## config.mk

```make
export PLATFORM = sky130hd
export DESIGN_NAME = cordic_rotation_iter
export DESIGN_NICKNAME = d
export VERILOG_FILES = /design/src/rtl/cordic_rotation_iter.sv
export SDC_FILE = /design/constraint.sdc
export NUM_CORES = 1
export LEC_CHECK = 0
export ABC_CLOCK_PERIOD_IN_PS = 9000
export BUFFER_PORTS_ARGS = -buffer_cell sky130_fd_sc_hd__clkbuf_2
export CORE_MARGIN = 2
export CORE_UTILIZATION = 30
export DETAILED_ROUTE_END_ITERATION = 10
export GPL_ROUTABILITY_DRIVEN = 0
export PLACE_DENSITY = 0.51
export SLEW_MARGIN = 20
export SYNTH_ARGS = -nofsm -noshare
export SYNTH_HDL_FRONTEND = slang
export SYNTH_SLANG_ARGS = --single-unit
export TNS_END_PERCENT = 100
```

## constraint.sdc

```tcl
create_clock -name clock -period 9 [get_ports clock]
set_input_delay 0.45 -clock clock [delete_from_list [all_inputs] [get_ports clock]]
set_output_delay 0.45 -clock clock [all_outputs]
set_load 0.005 [all_outputs]
```

## src/rtl/cordic_rotation_iter.sv

```systemverilog
// Iterative CORDIC rotation: one micro-rotation per clock, angle steps read from an external atan LUT.
// Build macro CORDIC_GAIN_COMP_EN adds a COMP state that scales x/y by 1/K (CORDIC gain removal).
module cordic_rotation_iter #(
  parameter int unsigned DSIZE = 16,
  parameter int unsigned ITER  = 16
) (
  input  logic                    clock,
  input  logic                    rst,
  input  logic                    in_valid,
  output logic                    in_ready,
  input  logic signed [DSIZE-1:0] x_in,
  input  logic signed [DSIZE-1:0] y_in,
  input  logic        [DSIZE-1:0] z_in,
  output logic        [4:0]       lut_index,
  input  logic        [DSIZE-1:0] lut_dz,
  output logic                    out_valid,
  input  logic                    out_ready,
  output logic signed [DSIZE+1:0] x_out,
  output logic signed [DSIZE+1:0] y_out,
  output logic signed [DSIZE+1:0] z_out
);

  localparam int unsigned W = DSIZE + 2;

`ifdef CORDIC_GAIN_COMP_EN
  typedef enum logic [1:0] {S_IDLE = 2'd0, S_ROT = 2'd1, S_DONE = 2'd2, S_COMP = 2'd3} state_t;

  localparam int unsigned PW = W + DSIZE + 1;
  localparam logic [DSIZE:0] GAIN_K = (DSIZE+1)'($rtoi(0.607252935 * (2.0 ** DSIZE) + 0.5));
  localparam logic signed [PW-1:0] ROUND_HALF = PW'(1) <<< (DSIZE - 1);

  // v * K with the product's low DSIZE bits rounded half-up away
  function automatic logic signed [W-1:0] gain_comp(input logic signed [W-1:0] v);
    logic signed [PW-1:0] p;
    p = PW'(v) * PW'(signed'({1'b0, GAIN_K}));
    return W'((p + ROUND_HALF) >>> DSIZE);
  endfunction
`else
  typedef enum logic [1:0] {S_IDLE = 2'd0, S_ROT = 2'd1, S_DONE = 2'd2} state_t;
`endif

  state_t               state_q, state_d;
  logic [4:0]           i_q, i_d;
  logic signed [W-1:0]  x_q, x_d, y_q, y_d, z_q, z_d;
  logic                 in_ready_q, in_ready_d;
  logic                 out_valid_q, out_valid_d;
  logic signed [W-1:0]  x_sh, y_sh, dz;

  always_comb begin
    state_d = state_q;
    i_d     = i_q;
    x_d     = x_q;
    y_d     = y_q;
    z_d     = z_q;
    x_sh    = x_q >>> i_q;
    y_sh    = y_q >>> i_q;
    dz      = signed'(W'(lut_dz));
    unique case (state_q)
      S_IDLE: begin
        if (in_valid) begin
          state_d = S_ROT;
          x_d     = W'(x_in);
          y_d     = W'(y_in);
          z_d     = signed'(W'(z_in));
          i_d     = '0;
        end
      end
      S_ROT: begin
        // rotate toward z = 0; the sign bit of z picks the direction
        if (!z_q[W-1]) begin
          x_d = x_q - y_sh;
          y_d = y_q + x_sh;
          z_d = z_q - dz;
        end else begin
          x_d = x_q + y_sh;
          y_d = y_q - x_sh;
          z_d = z_q + dz;
        end
        if (i_q == 5'(ITER - 1)) begin
          i_d = '0;
`ifdef CORDIC_GAIN_COMP_EN
          state_d = S_COMP;
`else
          state_d = S_DONE;
`endif
        end else begin
          i_d = i_q + 5'd1;
        end
      end
`ifdef CORDIC_GAIN_COMP_EN
      S_COMP: begin
        x_d     = gain_comp(x_q);
        y_d     = gain_comp(y_q);
        state_d = S_DONE;
      end
`endif
      S_DONE: begin
        if (out_ready) state_d = S_IDLE;
      end
      default: state_d = S_IDLE;
    endcase
    in_ready_d  = (state_d == S_IDLE);
    out_valid_d = (state_d == S_DONE);
  end

  always_ff @(posedge clock) begin
    if (rst) begin
      state_q     <= S_IDLE;
      i_q         <= '0;
      x_q         <= '0;
      y_q         <= '0;
      z_q         <= '0;
      in_ready_q  <= 1'b1;
      out_valid_q <= 1'b0;
    end else begin
      state_q     <= state_d;
      i_q         <= i_d;
      x_q         <= x_d;
      y_q         <= y_d;
      z_q         <= z_d;
      in_ready_q  <= in_ready_d;
      out_valid_q <= out_valid_d;
    end
  end

  assign in_ready  = in_ready_q;
  assign out_valid = out_valid_q;
  assign lut_index = i_q;
  assign x_out     = x_q;
  assign y_out     = y_q;
  assign z_out     = z_q;

endmodule

```

==> Word-level counts from Yosys, hierarchy flattened <==
Cells that the tools add are included.
{ "word_totals": {"register_bits": 63, "elab_cells": 41, "out_inout_bits": 61, "in_bits": 68} }
{ "classes": {"muxes": 16, "addsub": 7, "n_eq_ne": 5, "n_shift": 2, "reduce_logical": 4} }
{ "ops": {"columns": ["cell", "count"], "rows": [
  ["2-to-1 mux 18 bit", 6],
  ["one-hot mux 18 bit (2 select lines)", 3],
  ["adder 18 bit", 2],
  [">>> shifter 18 x 5 -> 18 bit", 2],
  ["subtractor 18 bit", 2],
  ["adder 18 x 17 -> 18 bit", 1],
  ["subtractor 18 x 17 -> 18 bit", 1],
  ["2-to-1 mux 5 bit", 2],
  ["one-hot mux 5 bit (2 select lines)", 1],
  ["2-to-1 mux 2 bit", 3],
  ["one-hot mux 2 bit (3 select lines)", 1],
  ["adder 5 x 1 -> 5 bit (second input constant)", 1],
  ["equality test 5 x 4 -> 1 bit (second input constant)", 1],
  ["equality test 2 bit (second input constant)", 2],
  ["zero test 2 bit", 2],
  ["equality test 2 x 1 -> 1 bit (second input constant)", 1],
  ["inequality test 2 bit (second input constant)", 1],
  ["AND reduction 2 bit", 1],
  ["nonzero test 2 bit", 1]
]} }

==> Depth between registers and ports, before layout <==
Gate-level depths: netlist of the first run.
{ "depth": {"ltp_word": 4, "mapped_depth": 24, "mapped_depth_nobuf": 19} }

==> Worst setup path before layout of the first run <==
OpenSTA, ideal clock, no wires.
{ "synth_path": {"path_type": "register to register", "from": "reg i_q[0], in the netlist lut_index[0]", "to": "reg y_q[16], in the netlist y_out[16]", "arrival_time_ps": 4408, "synth_period_minus_slack_ps": 4527, "required_ps": 8880, "stages_incl_launch_ff": 21, "setup_time_ps": 120, "n_path_buf": 4, "path_slack_ps": 4473, "cell_sequence": "dfxtp_1 > buf_4 > buf_6 > buf_2 > buf_1 > mux2i_1 > o21ai_0 > nor2_1 > ha_1 > a41oi_1 > xnor2_1 > ha_1 > a21o_1 > a211oi_1 > o21ai_0 > a21oi_1 > o211ai_1 > a31oi_1 > nor2b_1 > o211a_1 > a211o_1"} }
{ "synth_between": {"elab_chain_len": 4, "word_cells_on_any_way": 5, "cone_classes": "add/sub (2); shift (1); mux (2)"} }
{ "synth_lines": {"columns": ["item", "line_no", "source"], "rows": [
  ["start: declaration", "43", "logic [4:0] i_q, i_d;"],
  ["start signal: assignment", "117", "i_q <= i_d;"],
  [">>> shifter 18 x 5 -> 18 bit *", "55", "x_sh = x_q >>> i_q;"],
  ["adder 18 bit or subtractor 18 bit (tied branches)", "72, 76", null],
  ["2-to-1 mux 18 bit *", "70", "if (!z_q[W-1]) begin"],
  ["one-hot mux 18 bit (2 select lines) *", "58", "unique case (state_q)"],
  ["end signal: assignment", "119", "y_q <= y_d;"],
  ["end: declaration", "44", "logic signed [W-1:0] x_q, x_d, y_q, y_d, z_q, z_d;"]
]} }
Every way passes the cells marked *; elsewhere a longest branch is shown, timed or not.
A chain may end at the register's enable or synchronous reset.

==> Worst setup path in the final report of the first run <==
Same ends and word-level chain as after synthesis.

==> impl_metrics.yaml, run 1 <==
critical_path:
  crit_required_ns: 9.25
  worst_setup_path_end_kind: "flop"
  max_stage_delay_ns: 0.59
  slowest_stage: "mux4_2"
  critPathBufInv: 1
  crit_chain: "buf_4 > mux4_2 > a22o_1 > a211o_1 > nor4b_4 > and4_1 > nor2_1 > xor2_1 > ha_1 > and4_1 > a211oi_1 > o21ai_0 > a21oi_1 > o211ai_1 > a31oi_1 > nor2b_1 > o211a_1 > a211o_1"
  cp_max_fo: 36
  crit_arrival_ns: 5.64
  cp-start-kind: "flop"
  critical_path_class: "flop to flop"
  cp_top_family: "compound AO/OA/AOI/OAI gates"
timing:
  period_share: 0.598
  setup-violations-final: 0
  rsz0062_at_grt: "no"
  slew_violations: 0
  fmax_ghz: 0.186
  whs_ns: 0.342
  finClkSkew_ns: 0.0147
  slew_headroom: 0.388
  timing.final.crit_period_ns: 5.39
  worst_slack_ns: 3.61
  tns_ns: 0
  hold_viol: 0
  worst_pin_slew_ns: 0.910
final_layout:
  n_fill_cell: 2858
  area_growth_pct: 14.6
  drive_gt1_frac: 0.201
  fin_nets: 1252
  insertedDiodeCount: 0
routing:
  drc_errors: 0
  vias: 8153
  drtIter0Drc: 606
  wl_mm: 27.3
  first_pass_iters: 5
  routedWlPerCell_um: 18.6
  ant_nets: 0
  viasPerCell: 5.54
grt:
  globalRouteOverflowTotal: 0
  grtUsageTotal: 0.195
  grt_start_max_net_pins: 67
  grt_pass1_wl_mm: 43.9
  grt_pass1_vias: 7866
  antenna_found_initial: 0
die:
  fp.dieW_um: 168
  die_area_sq_um: 28300
  start_util: 0.303
  core_region_area_sq_um: 26700
  die-height_um: 168
  ioPinCount: 129
  num_rows: 60
clocking:
  clock_latency_ns: 0.35
  cts.sinks: 63
  post_cts.repair.setup_buffers: 0
  hold_buffers: 0
  clk_pin_slew_ns: 0.07
  cts_tree: "built"
  cts_resized: 0
  numCtsBuffers: 9
  clock_path_buffers: 2
  cts-root-buf: "clkbuf_16"
  cts.htree.levels: 3
synth:
  synth_top_cell_area_share: 0.156
  syn_inst: 1047
  synthTopCellsByArea: "dfxtp_1 16%, ha_1 8.5%, mux4_2 8.1%"
  synth_area_sq_um: 8100
  ys_seq_area_frac: 0.156
  synth_fa_ha_area_frac: 0.0924
  ys_warn_count: 0
  avgSynthCellArea_sq_um: 7.74
  synthMuxAreaShare: 0.144
  synth-compound-area-share: 0.250
  synth_xor_area_frac: 0.0898
  ys.flop_type: "dfxtp_1"
  ys_ff_latch: 63
  synth_top_cell_by_area: "dfxtp_1"
  yosys.area_share.simple: 0.215
  synth.net_count: 1173
  synth_top_family_by_area: "compound AO/OA/AOI/OAI gates"
  synthArstFlopShare: 0
  synth-edff-count: 0
  ys_types: 82
pwr:
  p_leak_nw: 3.93
  power_density_nw_per_um2: 251
  peakVddDrop_mv: 0.104
placed_design:
  port_buffers: 128
  place_ws_ns: 3.59
  dpl.hpwl_mm: 20.4
worst_hold_path:
  hp-class: "primary input to flop"
flow_run:
  drv_cap: 0
run_status:
  status: "complete, no violations"
## cells in the mapped netlist (all sizes together) (6+ instances only)
cell	count
mux4	30
a22oi	6
nor2b	14
o21bai	9
a31oi	19
xor2	35
o22ai	7
nor4b	8
ha	55
nor3	30
nand2b	20
xnor2	48
nand3	10
o21ai	37
nand2	114
a311oi	27
clkbuf	42
buf	30
inv	30
a21oi	93
a211oi	19
o221ai	6
mux2	15
nor2	126
dfxtp	63
or3	6
and3	11
a21o	20
mux2i	30
a221oi	7
## placed cells by master (no fill, tap or decap), drive strengths merged, types with 4 or more instances in the layout
master	instances
a41oi	5
xor2	35
a31oi	19
a211oi	19
a22oi	6
a21oi	93
o211ai	5
nor4b	8
a21o	20
nor3b	4
mux4	30
nor2b	14
o22ai	7
o21bai	9
clkbuf	141
a311oi	27
nor3	30
a31o	5
nor2	126
o21a	5
and2	4
xnor2	48
inv	30
nand2b	20
nand2	114
mux2i	30
o221ai	6
ha	55
nand3	10
nand4	5
buf	12
a221oi	7
mux2	15
or2	5
o21ai	37
and3	11
or3	6
dfxtp	63
## sequential cells by signal, summed over array words and instances (netlist names)
signal / flops
x_out: 18
y_out: 18
z_out: 18
lut_index: 5
state_q: 2
in_ready: 1
out_valid: 1
## cell families (layout without fill, tap and decap cells)
family | Yosys count | in the layout
XOR/XNOR | 83 | 83
AO/OA/AOI/OAI | 299 | 299
adder cells (fa/ha/maj) | 58 | 58
multiplexers | 75 | 75
buffers and inverters | 102 | 186
flip-flops | 63 | 63
AND/OR/NAND/NOR | 367 | 367
## worst register-to-register path: cells and delay by family, from the launching register on
family / cells / cell delay [ns]
AND/OR/NAND/NOR: 5 / 1.01
flip-flops: 1 / 0.54
adder cells (fa/ha/maj): 1 / 0.37
XOR/XNOR: 1 / 0.17
AO/OA/AOI/OAI: 9 / 2.11
buffers and inverters: 1 / 0.51
multiplexers: 1 / 0.59
## routing by layer
metal  vias to the layer above  wire length (um)  track usage  part of all wire
met5                         -                 0            0                 0
met4                         0               716       0.0682             0.026
met3                        33              1410       0.0284             0.052
met2                       230             12900        0.331              0.47
met1                      3857             12300        0.252              0.45
li1                       4033                 -            -                 -
## power by group
part	internal (mW)	total (mW)	switching, mW
clock	0.258	0.406	0.148
combinational	0.682	1.47	0.787
sequential	0.330	0.457	0.127
## path summary, 6_finish.rpt
check                      endpoint  depth (start not counted)                      start  slack, ns
max reg2reg  y_out[16]$_SDFFE_PP0P_                         18  lut_index[0]$_SDFFE_PP0P_       3.61
min           z_out[7]$_SDFFE_PP0P_                          3                    z_in[7]       0.34
max          y_out[16]$_SDFFE_PP0P_                         18  lut_index[0]$_SDFFE_PP0P_       3.61
min reg2reg  z_out[16]$_SDFFE_PP0P_                          2     z_out[16]$_SDFFE_PP0P_       0.47
## cell type report
class                   count  area (sq um)  share of cell area
clock buffers              13           260              0.0280
flip-flops and latches     63          1270               0.136
well taps                 341           427              0.0460
inverters                  30           113              0.0121
repair buffers            140           731              0.0787
multi-input cells         882          6420               0.692
clock inverters             3          65.1             0.00701
## through the flow
step	util	cell area (sq um)	cells	power, mW
6_report	0.347	9280	1472	2.33
5_1_grt	0.347	9280	1472	2.54
4_1_cts	0.347	9280	1472	2.34
3_5_place_dp	0.335	8960	1456	1.92
3_3_place_gp	0.335	8960	1456	1.92
2_1_floorplan	-	8100	1047	1.57
(Power assumes the default switching activity.)
==> inputs of run 2 (changes only) <==
--- a/config.mk
+++ b/config.mk
@@ -5,7 +5,7 @@
 export SDC_FILE = /design/constraint.sdc
 export NUM_CORES = 1
 export LEC_CHECK = 0
-export ABC_CLOCK_PERIOD_IN_PS = 9000
+export ABC_CLOCK_PERIOD_IN_PS = 5500
 export BUFFER_PORTS_ARGS = -buffer_cell sky130_fd_sc_hd__clkbuf_2
 export CORE_MARGIN = 2
 export CORE_UTILIZATION = 30
==> constraint.sdc (replaced) <==
create_clock -name clock -period 5.5 [get_ports clock]
set_input_delay 0.275 -clock clock [delete_from_list [all_inputs] [get_ports clock]]
set_output_delay 0.275 -clock clock [all_outputs]
set_load 0.005 [all_outputs]
==> impl_metrics.yaml, run 2 (synthesis gave the netlist of run 1 again) <==
placed_design:
  dpl_cell_area_sq_um: 9080
  place_ws_ns: 0.558
  place_inst: 1469
  dpl.hpwl_mm: 21.8
  port_buffers: 128
worst_hold_path:
  hp-class: "primary input to flop"
clocking:
  hold_buffers: 0
  cts-root-buf: "clkbuf_16"
  clk_pin_slew_ns: 0.07
  numCtsBuffers: 9
  cts_tree: "built"
  clock_path_buffers: 2
  cts.sinks: 63
  cts.htree.levels: 3
  cts_resized: 0
  clock_latency_ns: 0.35
  post_cts.repair.setup_buffers: 0
final_layout:
  drive_gt1_frac: 0.211
  fin_util: 0.351
  final_cell_mix: "128 x clkbuf_2, 126 x nor2_1, 114 x nand2_1"
  insertedDiodeCount: 0
  design_area_sq_um: 9370
  area_growth_pct: 15.7
  layout.cells.non_filler: 1485
  fin_nets: 1265
  final_common_cell: "clkbuf_2"
  n_fill_cell: 2871
critical_path:
  critical_path_class: "flop to flop"
  crit_required_ns: 5.74
  cp-start-kind: "flop"
  cp_max_fo: 17
  crit_arrival_ns: 5.23
  worst_setup_path_end_kind: "flop"
timing:
  tns_ns: 0
  setup-violations-final: 0
  slew_violations: 0
  finClkSkew_ns: 0.00969
  whs_ns: 0.165
  fmax_ghz: 0.200
  hold_viol: 0
  period_share: 0.909
  timing.final.crit_period_ns: 5.00
  worst_slack_ns: 0.501
  worst_pin_slew_ns: 0.912
  rsz0062_at_grt: "no"
  slew_headroom: 0.384
grt:
  grt_pass1_vias: 8071
  antenna_found_initial: 0
  grtUsageTotal: 0.200
  grt_pass1_wl_mm: 45.0
  grt_start_max_net_pins: 45
  globalRouteOverflowTotal: 0
die:
  ioPinCount: 129
  die_area_sq_um: 28300
  fp.dieW_um: 168
  start_util: 0.303
  die-height_um: 168
  num_rows: 60
  core_region_area_sq_um: 26700
pwr:
  fin_total_pwr_mw: 3.81
  switching_share: 0.468
  power_frac_comb: 0.653
  p_switching_mw: 1.78
  clkPwrFrac: 0.158
  pwr-share-seq: 0.189
  peakVddDrop_mv: 0.220
  p_leak_nw: 3.99
  power_density_nw_per_um2: 406
  internal_power_mw: 2.03
flow_run:
  drv_cap: 0
routing:
  first_pass_iters: 5
  viasPerCell: 5.61
  drtIter0Drc: 575
  vias: 8328
  ant_nets: 0
  drc_errors: 0
  routedWlPerCell_um: 19.2
  wl_mm: 28.5
run_status:
  status: "complete, no violations"
==> run 2: cell count changes in the layout (fill, tap and decap cells not counted), moves of 2 or more <==
| cell | change |
|---|---|
| buf_4 | +11 |
| clkinv_2 | +2 |
| buf_12 | +2 |
| clkbuf_8 | -2 |
==> run 2: metal layers <==
layer  track usage  up-vias  share of wire  wire length (um)
met5             0        -              0                 0
met4        0.0454        0          0.017               482
met3        0.0348       29          0.052              1490
met2         0.340      245           0.47             13500
met1         0.265     3990           0.46             13000
li1              -     4064              -                 -
==> run 2: worst paths after layout <==
| path | startpoint | slack [ns] | end | cells after the start |
|---|---|---|---|---|
| setup / recovery | lut_index[3]$_SDFFE_PP0P_ | 0.50 | y_out[16]$_SDFFE_PP0P_ | 17 |
| hold / removal | x_in[5] | 0.17 | x_out[5]$_SDFFE_PP0P_ | 3 |
| setup reg to reg | lut_index[3]$_SDFFE_PP0P_ | 0.50 | y_out[16]$_SDFFE_PP0P_ | 17 |
| hold reg to reg | z_out[16]$_SDFFE_PP0P_ | 0.50 | z_out[16]$_SDFFE_PP0P_ | 2 |
==> run 2: cell type report <==
class / count / area, sq um / share of cell area
multi-input cells: 882 / 6420 / 0.685
flip-flops and latches: 63 / 1270 / 0.135
repair buffers: 153 / 853 / 0.0911
well taps: 341 / 427 / 0.0455
clock buffers: 10 / 229 / 0.0244
inverters: 30 / 113 / 0.0120
clock inverters: 6 / 61.3 / 0.00654
==> run 2: worst max-delay path: stages (launching register included) <==
cell and delay [ns]:
dfxtp_1 0.51, nor2_1 0.76, nand2_1 0.16, o221a_2 0.35, o21ai_0 0.17, nor2b_1 0.11, a41oi_1 0.48, xnor2_1 0.15
ha_1 0.37, a21o_1 0.19, a211oi_1 0.22, o21ai_0 0.18, a21oi_1 0.28, o211ai_1 0.14, a31oi_1 0.26, nor2b_1 0.09
o211a_1 0.21, a211o_1 0.25
==> run 2: power by group through the flow <==
stage | clock network, mW | registers [mW] | logic [mW]
6_report | 0.600 | 0.719 | 2.49
5_1_grt | 0.624 | 0.733 | 2.78
4_1_cts | 0.608 | 0.717 | 2.50
3_5_place_dp | 0 | 0.728 | 2.48
3_3_place_gp | 0 | 0.728 | 2.47
2_1_floorplan | 0 | 0.654 | 1.91
